### src/rtl/ula_md_pkg.sv
// ula_md_pkg: shared constants for the iterative multiply/divide unit.
//   - OP encodings for MULT/MULTU/DIV/DIVU/MTHI/MTLO
//   - FSM state encoding (IDLE, BUSY, FINISH)
//   - dz_lo_value(): LO result written by a divide with a zero divisor
package ula_md_pkg;

  localparam logic [2:0] OP_MULT  = 3'b000;
  localparam logic [2:0] OP_MULTU = 3'b001;
  localparam logic [2:0] OP_DIV   = 3'b010;
  localparam logic [2:0] OP_DIVU  = 3'b011;
  localparam logic [2:0] OP_MTHI  = 3'b100;
  localparam logic [2:0] OP_MTLO  = 3'b101;

  localparam logic [1:0] ST_IDLE   = 2'd0;
  localparam logic [1:0] ST_BUSY   = 2'd1;
  localparam logic [1:0] ST_FINISH = 2'd2;

  // Widest operand the LO constant helper can produce.
  localparam int MD_MAX_W = 128;

  // All ones in the low w bits; callers slice to their own width.
  function automatic logic [MD_MAX_W-1:0] dz_lo_value(input int unsigned w);
    logic [MD_MAX_W-1:0] ones;
    ones = '1;
    return ones >> (MD_MAX_W - w);
  endfunction

endpackage

### src/rtl/ula_md_core.sv
// ula_md_core: one iteration of the multiply/divide datapath (combinational).
//   is_div  : 0 = shift-add multiply, 1 = restoring divide
//   step_en : when low, prod_d/rem_d simply follow prod_q/rem_q
//   prod_q  : multiply -> {partial high, remaining multiplier bits}
//             divide   -> low half shifts dividend out and quotient in
//   rem_q   : divide partial remainder (WIDTH+1 bits)
//   opb     : multiplicand magnitude (multiply) or divisor magnitude (divide)
module ula_md_core #(
  parameter int WIDTH = 32
) (
  input  logic                 is_div,
  input  logic                 step_en,
  input  logic [2*WIDTH-1:0]   prod_q,
  input  logic [WIDTH:0]       rem_q,
  input  logic [WIDTH-1:0]     opb,
  output logic [2*WIDTH-1:0]   prod_d,
  output logic [WIDTH:0]       rem_d
);

  logic [WIDTH:0]   mul_sum;
  logic [WIDTH:0]   div_shift;
  logic [WIDTH+1:0] div_diff;
  logic             div_ge;

  always_comb begin
    mul_sum   = {1'b0, prod_q[2*WIDTH-1:WIDTH]} + (prod_q[0] ? {1'b0, opb} : '0);
    div_shift = {rem_q[WIDTH-1:0], prod_q[WIDTH-1]};
    div_diff  = {1'b0, div_shift} - {2'b00, opb};
    // No borrow out of the trial subtraction means the divisor fits.
    div_ge    = ~div_diff[WIDTH+1];

    prod_d = prod_q;
    rem_d  = rem_q;
    if (step_en) begin
      if (is_div) begin
        rem_d  = div_ge ? div_diff[WIDTH:0] : div_shift;
        prod_d = {prod_q[2*WIDTH-1:WIDTH], prod_q[WIDTH-2:0], div_ge};
      end else begin
        // Carry of the add lands in the top bit as the product shifts right.
        prod_d = {mul_sum, prod_q[WIDTH-1:1]};
      end
    end
  end

endmodule

### src/rtl/ula_mult_div.sv
// ula_mult_div: iterative MIPS multiply/divide unit with HI/LO registers.
//   clock, reset_n        : clock, async active-low reset
//   in_valid / in_ready   : request handshake (accept = in_valid & in_ready & ~cancel)
//   OP, In1, In2          : operation and rs/rt operands
//   cancel                : abort an operation in BUSY/FINISH
//   done                  : one-cycle pulse after HI/LO update
//   div_zero              : sticky, last completed DIV/DIVU had a zero divisor
//   Hi, Lo                : result registers
//
// state  | meaning
// IDLE   | ready for a request; MTHI/MTLO complete here directly
// BUSY   | WIDTH shift-add / restoring-divide iterations
// FINISH | sign fix-up and HI/LO write
module ula_mult_div
  import ula_md_pkg::*;
#(
  parameter int WIDTH = 32
) (
  input  logic             clock,
  input  logic             reset_n,
  input  logic             in_valid,
  output logic             in_ready,
  input  logic [2:0]       OP,
  input  logic [WIDTH-1:0] In1,
  input  logic [WIDTH-1:0] In2,
  input  logic             cancel,
  output logic             done,
  output logic             div_zero,
  output logic [WIDTH-1:0] Hi,
  output logic [WIDTH-1:0] Lo
);

  localparam int CNT_W = $clog2(WIDTH) + 1;
  localparam logic [MD_MAX_W-1:0] DZ_LO_ALL = dz_lo_value(WIDTH);
  localparam logic [WIDTH-1:0]    DZ_LO     = DZ_LO_ALL[WIDTH-1:0];

  logic [1:0]         state_q, state_d;
  logic [CNT_W-1:0]   cnt_q, cnt_d;
  logic               is_div_q, is_div_d;
  logic               res_neg_q, res_neg_d;
  logic               rem_neg_q, rem_neg_d;
  logic               dz_q, dz_d;
  logic [2*WIDTH-1:0] prod_q, prod_d;
  logic [WIDTH:0]     rem_q, rem_d;
  logic [WIDTH-1:0]   opb_q, opb_d;
  logic [WIDTH-1:0]   hi_q, hi_d;
  logic [WIDTH-1:0]   lo_q, lo_d;
  logic               done_q, done_d;
  logic               div_zero_q, div_zero_d;

  logic               accept;
  logic               op_signed;
  logic               a_neg, b_neg;
  logic [WIDTH-1:0]   a_mag, b_mag;
  logic [2*WIDTH-1:0] core_prod;
  logic [WIDTH:0]     core_rem;
  logic [2*WIDTH-1:0] prod_fix;
  logic [WIDTH-1:0]   quot_fix, rem_fix;

  assign in_ready  = (state_q == ST_IDLE);
  assign accept    = in_valid & in_ready & ~cancel;
  assign op_signed = ~OP[0];
  assign a_neg     = op_signed & In1[WIDTH-1];
  assign b_neg     = op_signed & In2[WIDTH-1];
  assign a_mag     = a_neg ? (~In1 + 1'b1) : In1;
  assign b_mag     = b_neg ? (~In2 + 1'b1) : In2;

  ula_md_core #(.WIDTH(WIDTH)) u_core (
    .is_div  (is_div_q),
    .step_en (state_q == ST_BUSY),
    .prod_q  (prod_q),
    .rem_q   (rem_q),
    .opb     (opb_q),
    .prod_d  (core_prod),
    .rem_d   (core_rem)
  );

  // Sign fix-up on magnitudes. A zero divisor still runs the iterations,
  // which leave |In1| in the remainder, so negating restores In1 exactly.
  assign prod_fix = res_neg_q ? (~prod_q + 1'b1) : prod_q;
  assign quot_fix = dz_q ? DZ_LO
                         : (res_neg_q ? (~prod_q[WIDTH-1:0] + 1'b1) : prod_q[WIDTH-1:0]);
  assign rem_fix  = rem_neg_q ? (~rem_q[WIDTH-1:0] + 1'b1) : rem_q[WIDTH-1:0];

  always_comb begin
    state_d    = state_q;
    cnt_d      = cnt_q;
    is_div_d   = is_div_q;
    res_neg_d  = res_neg_q;
    rem_neg_d  = rem_neg_q;
    dz_d       = dz_q;
    prod_d     = prod_q;
    rem_d      = rem_q;
    opb_d      = opb_q;
    hi_d       = hi_q;
    lo_d       = lo_q;
    div_zero_d = div_zero_q;
    done_d     = 1'b0;

    case (state_q)
      ST_IDLE: begin
        if (accept) begin
          case (OP)
            OP_MULT, OP_MULTU, OP_DIV, OP_DIVU: begin
              state_d   = ST_BUSY;
              cnt_d     = '0;
              is_div_d  = OP[1];
              res_neg_d = a_neg ^ b_neg;
              rem_neg_d = a_neg;
              dz_d      = OP[1] & (In2 == '0);
              rem_d     = '0;
              if (OP[1]) begin
                prod_d = {{WIDTH{1'b0}}, a_mag};
                opb_d  = b_mag;
              end else begin
                prod_d = {{WIDTH{1'b0}}, b_mag};
                opb_d  = a_mag;
              end
            end
            OP_MTHI: begin
              hi_d   = In1;
              done_d = 1'b1;
            end
            OP_MTLO: begin
              lo_d   = In1;
              done_d = 1'b1;
            end
            default: ;
          endcase
        end
      end
      ST_BUSY: begin
        if (cancel) begin
          state_d = ST_IDLE;
        end else begin
          prod_d = core_prod;
          rem_d  = core_rem;
          cnt_d  = cnt_q + CNT_W'(1);
          if (cnt_q == CNT_W'(WIDTH - 1)) begin
            state_d = ST_FINISH;
          end
        end
      end
      ST_FINISH: begin
        state_d = ST_IDLE;
        if (!cancel) begin
          done_d = 1'b1;
          if (is_div_q) begin
            hi_d       = rem_fix;
            lo_d       = quot_fix;
            div_zero_d = dz_q;
          end else begin
            hi_d = prod_fix[2*WIDTH-1:WIDTH];
            lo_d = prod_fix[WIDTH-1:0];
          end
        end
      end
      default: state_d = ST_IDLE;
    endcase
  end

  always_ff @(posedge clock or negedge reset_n) begin
    if (!reset_n) begin
      state_q    <= ST_IDLE;
      cnt_q      <= '0;
      is_div_q   <= 1'b0;
      res_neg_q  <= 1'b0;
      rem_neg_q  <= 1'b0;
      dz_q       <= 1'b0;
      prod_q     <= '0;
      rem_q      <= '0;
      opb_q      <= '0;
      hi_q       <= '0;
      lo_q       <= '0;
      done_q     <= 1'b0;
      div_zero_q <= 1'b0;
    end else begin
      state_q    <= state_d;
      cnt_q      <= cnt_d;
      is_div_q   <= is_div_d;
      res_neg_q  <= res_neg_d;
      rem_neg_q  <= rem_neg_d;
      dz_q       <= dz_d;
      prod_q     <= prod_d;
      rem_q      <= rem_d;
      opb_q      <= opb_d;
      hi_q       <= hi_d;
      lo_q       <= lo_d;
      done_q     <= done_d;
      div_zero_q <= div_zero_d;
    end
  end

  assign done     = done_q;
  assign div_zero = div_zero_q;
  assign Hi       = hi_q;
  assign Lo       = lo_q;

endmodule

### config.mk
export PLATFORM = sky130hd
export DESIGN_NAME = ula_mult_div
export DESIGN_NICKNAME = d
export VERILOG_FILES = /design/src/rtl/ula_md_pkg.sv /design/src/rtl/ula_md_core.sv /design/src/rtl/ula_mult_div.sv
export SDC_FILE = /design/constraint.sdc
export NUM_CORES = 1
export LEC_CHECK = 0
export BUFFER_PORTS_ARGS = -buffer_cell sky130_fd_sc_hd__buf_2
export CORE_ASPECT_RATIO = 0.5
export CORE_MARGIN = 2
export CORE_UTILIZATION = 45
export CTS_CLUSTER_SIZE = 30
export DETAILED_ROUTE_END_ITERATION = 10
export PLACE_DENSITY = 0.6
export SLEW_MARGIN = 5
export SYNTH_ARGS = -nofsm -noshare
export SYNTH_HDL_FRONTEND = slang
export SYNTH_SLANG_ARGS = --single-unit
### constraint.sdc
create_clock -name clock -period 4.6 [get_ports clock]
set_clock_uncertainty 0.1 [all_clocks]
set_input_delay 0.46 -clock clock [delete_from_list [all_inputs] [get_ports clock]]
set_output_delay 0.46 -clock clock [all_outputs]
set_load 0.03 [all_outputs]
# Word level (Yosys, flattened, before mapping)
# Cells that the tools add are included.
[op_classes] n_addsub=8 n_mux=43 n_bitwise=14 n_reduce_logical=15 eq_ne=17
[ops] op="two-way mux 32 bit" count=21
[ops] op="two-way mux 64 bit" count=5
[ops] op="case mux 32 bit (2 select lines)" count=3
[ops] op="adder 32 x 1 -> 32 bit (second input constant)" count=4
[ops] op="inverter 32 bit" count=4
[ops] op="case mux 64 bit (2 select lines)" count=1
[ops] op="adder 64 x 1 -> 64 bit (second input constant)" count=1
[ops] op="inverter 64 bit" count=1
[ops] op="subtractor 33 x 32 -> 34 bit" count=1
[ops] op="adder 32 x 33 -> 33 bit" count=1
[ops] op="zero test 32 bit" count=1
[ops] op="two-way mux 6 bit" count=3
[ops] op="case mux 6 bit (2 select lines)" count=1
[ops] op="AND reduction 4 bit" count=3
[ops] op="AND reduction 5 bit" count=2
[ops] op="AND reduction 3 bit" count=3
[ops] op="two-way mux 2 bit" count=4
[ops] op="inequality test 2 x 1 -> 1 bit (second input constant)" count=4
[ops] op="inequality test 2 bit (second input constant)" count=4
[ops] op="adder 6 x 1 -> 6 bit (second input constant)" count=1
[ops] op="equality test 3 x 2 -> 1 bit (second input constant)" count=2
[ops] op="equality test 3 bit (second input constant)" count=2
[ops] op="equality test 6 x 5 -> 1 bit (second input constant)" count=1
[ops] op="bitwise AND 1 bit" count=5
[ops] op="other kinds (14)" count=19
[totals] register_bits=206 output_inout_bits=67 elab_cells=111 in_bits=71

# Longest topological paths before layout
[depth] word_depth=7 ltp_mapped=14 mapped_depth_nobuf=12

# Hierarchy
# From an unflattened synthesis, not the netlist that was laid out.
[unflattened] hier_cells=2455 area_unflattened_um2=18671.7
[by_module_without_submodules] module="ula_mult_div" instances=1 seq_area_each_um2=5180.0 area_each_um2=13261.5 cells_each=1614
[by_module_without_submodules] module="ula_md_core" instances=1 seq_area_each_um2=0.0 area_each_um2=5410.2 cells_each=841

# Worst setup path before layout
# No wires, ideal clock.
[synth_path] path_kind="register -> register" startpoint="register prod_q[0]" endpoint="register prod_q[60]" setup_slack_ps=1184 period_less_slack_ps=3416 setup_time_ps=121 path_stages_with_launch=14 t_arrival_ps=3195 n_path_buf=2 required_time_ps=4379 cell_sequence="dfrtp_1 -> clkbuf_1 -> inv_1 -> clkbuf_1 -> nor2_1 -> ha_1 -> a2111oi_0 -> o21ai_0 -> a32o_1 -> a22oi_1 -> a31oi_1 -> a221o_1 -> xor2_1 -> a22o_1"
[synth_via] elab_chain_cells=5
[synth_lines] element="start: declaration" line_no="ula_mult_div.sv:43" source="logic [2*WIDTH-1:0] prod_q, prod_d;"
[synth_lines] element="start signal: assignment" line_no="ula_mult_div.sv:184" source="prod_q <= prod_d;"
[synth_lines] element="two-way mux 32 bit" line_no="ula_md_core.sv:26" source="mul_sum = {1'b0, prod_q[2*WIDTH-1:WIDTH]} + (prod_q[0] ? {1'b0, opb} : '0);"
[synth_lines] element="adder 32 x 33 -> 33 bit" line_no="ula_md_core.sv:26"
[synth_lines] element="two-way mux 64 bit" line_no="ula_md_core.sv:35" source="if (is_div) begin"
[synth_lines] element="two-way mux 64 bit" line_no="ula_mult_div.sv:133" source="if (cancel) begin"
[synth_lines] element="case mux 64 bit (2 select lines)" line_no="ula_mult_div.sv:100" source="case (state_q)"
# Every way passes these cells. The select of a mux whose other input is x is not followed.
# A chain may end at the register's enable or synchronous reset.

# Worst setup path in the final report
# Same ends and word-level chain as after synthesis.

==> run_results.csv <==
group,metric,value,unit
synth,netlist_instances,2176,
sta,fmax,252,MHz
global_routing,antenna_found_initial,4,
run,cap_viol_max_count,0,
clock_network,clockBufferDepth,3,
floorplan,dieArea,0.0394,mm^2
synth,synth_top_family_by_area,"compound AO/OA/AOI/OAI gates",
place,placed_cells,2688,
status,outcome,"finished, final reports clean",
critical_path,r2r_end,"prod_q[60]",
floorplan,core-area,0.0373,mm^2
synth,synth.area.mux_share,3.35,%
synth,ys_seq_area_share,30.3,%
critical_path,cp_data_arrival_time,4300,ps
floorplan,rows,50,
routing,wl_per_cell,23.1,um
power,finalPower,8.08,mW
critical_path,worstSetupEndpointType,"register",
global_routing,grt_pass1_vias,15344,
sta,fin_crit,3970,ps
critical_path,reg2reg_from,"prod_q[0]",
synth,synth-simple-area-share,20.3,%
synth,yosysTopAreaCell,"dfrtp_1",
synth,synth.distinct_cells,80,
finish,fin_area,0.0188,mm^2
global_routing,globalRoute.totalOverflow,0,
place,port_buffers,137,
clock_network,insertion_delay,550,ps
critical_path,critPathRequiredTime,4930,ps
sta,max_slew_margin,28.7,%
critical_path,cpMaxStageDelayCell,"dfrtp_1",
clock_network,clock-root-buffer,"clkbuf_16",
sta,setup_viol,0,
clock_network,cts_tree,"built",
synth,synthXorXnorAreaFrac,10.4,%
synth,yosys-top-cells-area,"dfrtp_1, o21ai_0, nand2_1",
clock_network,cts.reportedPaths.clkPinSlew,70,ps
critical_path,slowest_delay,490,ps
synth,post-synth-top-area-fraction,30.3,%
floorplan,die_h,141,um
global_routing,track_usage,31.5,%
place,gp_congestion,0.941,
routing,firstDrtPassIters,6,
sta,slew_viol_final,0,
synth,synth_commonest_cells,"nand2_1, o21ai_0, dfrtp_1",
clock_network,numCtsBuffers,23,
floorplan,die_x,279,um
routing,ant_nets,0,
finish,finalNonFillerCells,2732,
finish,nets,2362,
sta,rsz0062_at_grt,"no",
routing,wl,63.1,mm
power,p_per_area,429,mW/mm^2
synth,yosys.area_share.adder,5.32,%
critical_path,start_kind,"register",
finish,syn_to_final_growth,10.9,%
synth,ys_seq_elements,206,
floorplan,initial_core_util,45.6,%
min_path,worstHoldPathType,"primary input to register",
synth,synth-compound-area-share,25.7,%
synth,synth_edf_count,0,
sta,whs,130,ps
synth,synth.most_common_cell,"nand2_1",
floorplan,io_pins,138,
synth,ys.flop_type,"dfrtp_1",
critical_path,crit_chain,"inv_1 -> nor2_1 -> ha_1 -> a2111oi_0 -> o21ai_0 -> a32o_1 -> a22oi_1 -> a31oi_1 -> a221o_1 -> xor2_1 -> a22o_1",
sta,tightest_slew,1070,ps
finish,nFillCells,3680,
finish,final_core_util,50.5,%
routing,dr.first_iter.drc_count,2002,
routing,vias,16814,
global_routing,grt_max_degree,105,
place,dp_hpwl,48.7,mm
sta,tns,0,ps
sta,final-hold-violation-count,0,
critical_path,reg2regPathDepth,11,
synth,postSynthAreaPerCell,7.81,um^2
place,placed_cell_area,0.0180,mm^2
critical_path,reg2reg_setup_slack,630,ps
synth,synth.net_count,2318,
place,dpl_worst_slack,729,ps
critical_path,crit_path_end,"prod_q[60]",
routing,drc,0,
critical_path,crit_type,"register to register",
sta,fin_crit_sh,86.3,%
synth,yosysWarningCount,0,
synth,netlist_area,0.0170,mm^2
power,irDropWorstVdd,0.280,mV
sta,worst_slack,630,ps
clock_network,htreeDepth,1,
clock_network,clock-sinks,206,
power,p_leak,8.21,nW
critical_path,crit_fanout,12,
routing,vias_per_cell,6.15,
finish,drive_gt1_share,11.2,%
global_routing,grt_pass1_wl,95.6,mm
critical_path,worstSetupStartpoint,"prod_q[0]",
synth,async_reset_ff_share,100,%
## worst min-delay path by stage
stage	slack, ps	cells after the start	startpoint	to
6_report	130	2	cancel	state_q[0]
3_5_place_dp	360	2	Lo[28]	Lo[28]
3_3_place_gp	360	2	Lo[5]	Lo[5]
2_1_floorplan	60	0	reset_n	Hi[0]
4_1_cts	120	3	In1[12]	Hi[12]
5_1_grt	140	2	cancel	state_q[0]
## report_power, final
| part | internal, mW | switching, mW | leakage (nW) |
|---|---|---|---|
| registers | 2.17 | 0.558 | 2.65 |
| clock network | 1.24 | 0.878 | 0.402 |
| logic | 1.16 | 2.07 | 5.16 |
## layout make-up
cell class | count | area [um^2] | area share (%)
diodes | 1 | 2.50 | 0.0133
well taps | 494 | 618 | 3.28
clock inverters | 13 | 200 | 1.06
multi-input cells | 1766 | 11100 | 58.9
flip-flops and latches | 206 | 5160 | 27.4
repair buffers | 167 | 938 | 4.98
inverters | 56 | 210 | 1.12
clock buffers | 29 | 618 | 3.28
## cell families (layout without fill, tap and decap cells)
logic type,Yosys count,after routing
AO/OA/AOI/OAI,694,694
adder cells (fa/ha/maj),71,71
buffers and inverters,204,265
multiplexers,56,56
other,0,1
XOR/XNOR,201,201
flip-flops,206,206
AND/OR/NAND/NOR,744,744
## what timing repair did
action,4_1_cts,5_1_grt
hold buffers,1,0
endpoints found under the hold margin,102,0
setup buffers,0,0
gates resized for setup,0,0
## placed cells by master, fill, tap and decap left out, types with 23 or more instances in the layout
master,instances
nand2_1,280
o21ai_0,231
dfrtp_1,204
nor2_1,195
a21oi_1,164
buf_2,135
xnor2_1,113
xor2_1,88
ha_1,69
inv_1,56
nand3_1,55
nor3_1,54
o31ai_1,51
mux2i_1,49
o22ai_1,30
buf_4,29
a21o_1,25
o211ai_1,23
clkbuf_16,23
## worst max-delay path, delay by kind of cell, from the launching register on
| kind | cells | cell delay, ps |
|---|---|---|
| AOI/OAI and AO/OA | 7 | 2240 |
| xor gates and xnor gates | 1 | 140 |
| adders and majority gates | 1 | 380 |
| buffers and inverters | 1 | 380 |
| DFF | 1 | 490 |
| and+or+nand+nor | 1 | 100 |
## layer usage
| metal | share of wire (%) | routed length [um] | vias to the layer above | global-route usage (%) |
|---|---|---|---|---|
| met5 | 0 | 0 | - | 0 |
| met4 | 2.6 | 1620 | 0 | 7.47 |
| met3 | 7.6 | 4820 | 89 | 5.22 |
| met2 | 44 | 27500 | 587 | 47.9 |
| met1 | 46 | 29100 | 8206 | 46.6 |
| li1 | - | - | 7932 | - |
## state kept, by name, indices dropped and copies added, names as in the netlist
name	cells
opb_q	32
rem_q	32
Hi	32
res_neg_q	1
state_q	2
prod_q	64
rem_neg_q	1
cnt_q	6
Lo	32
is_div_q	1
done	1
dz_q	1
div_zero	1
No activity file was read; power rests on OpenSTA's default activity.
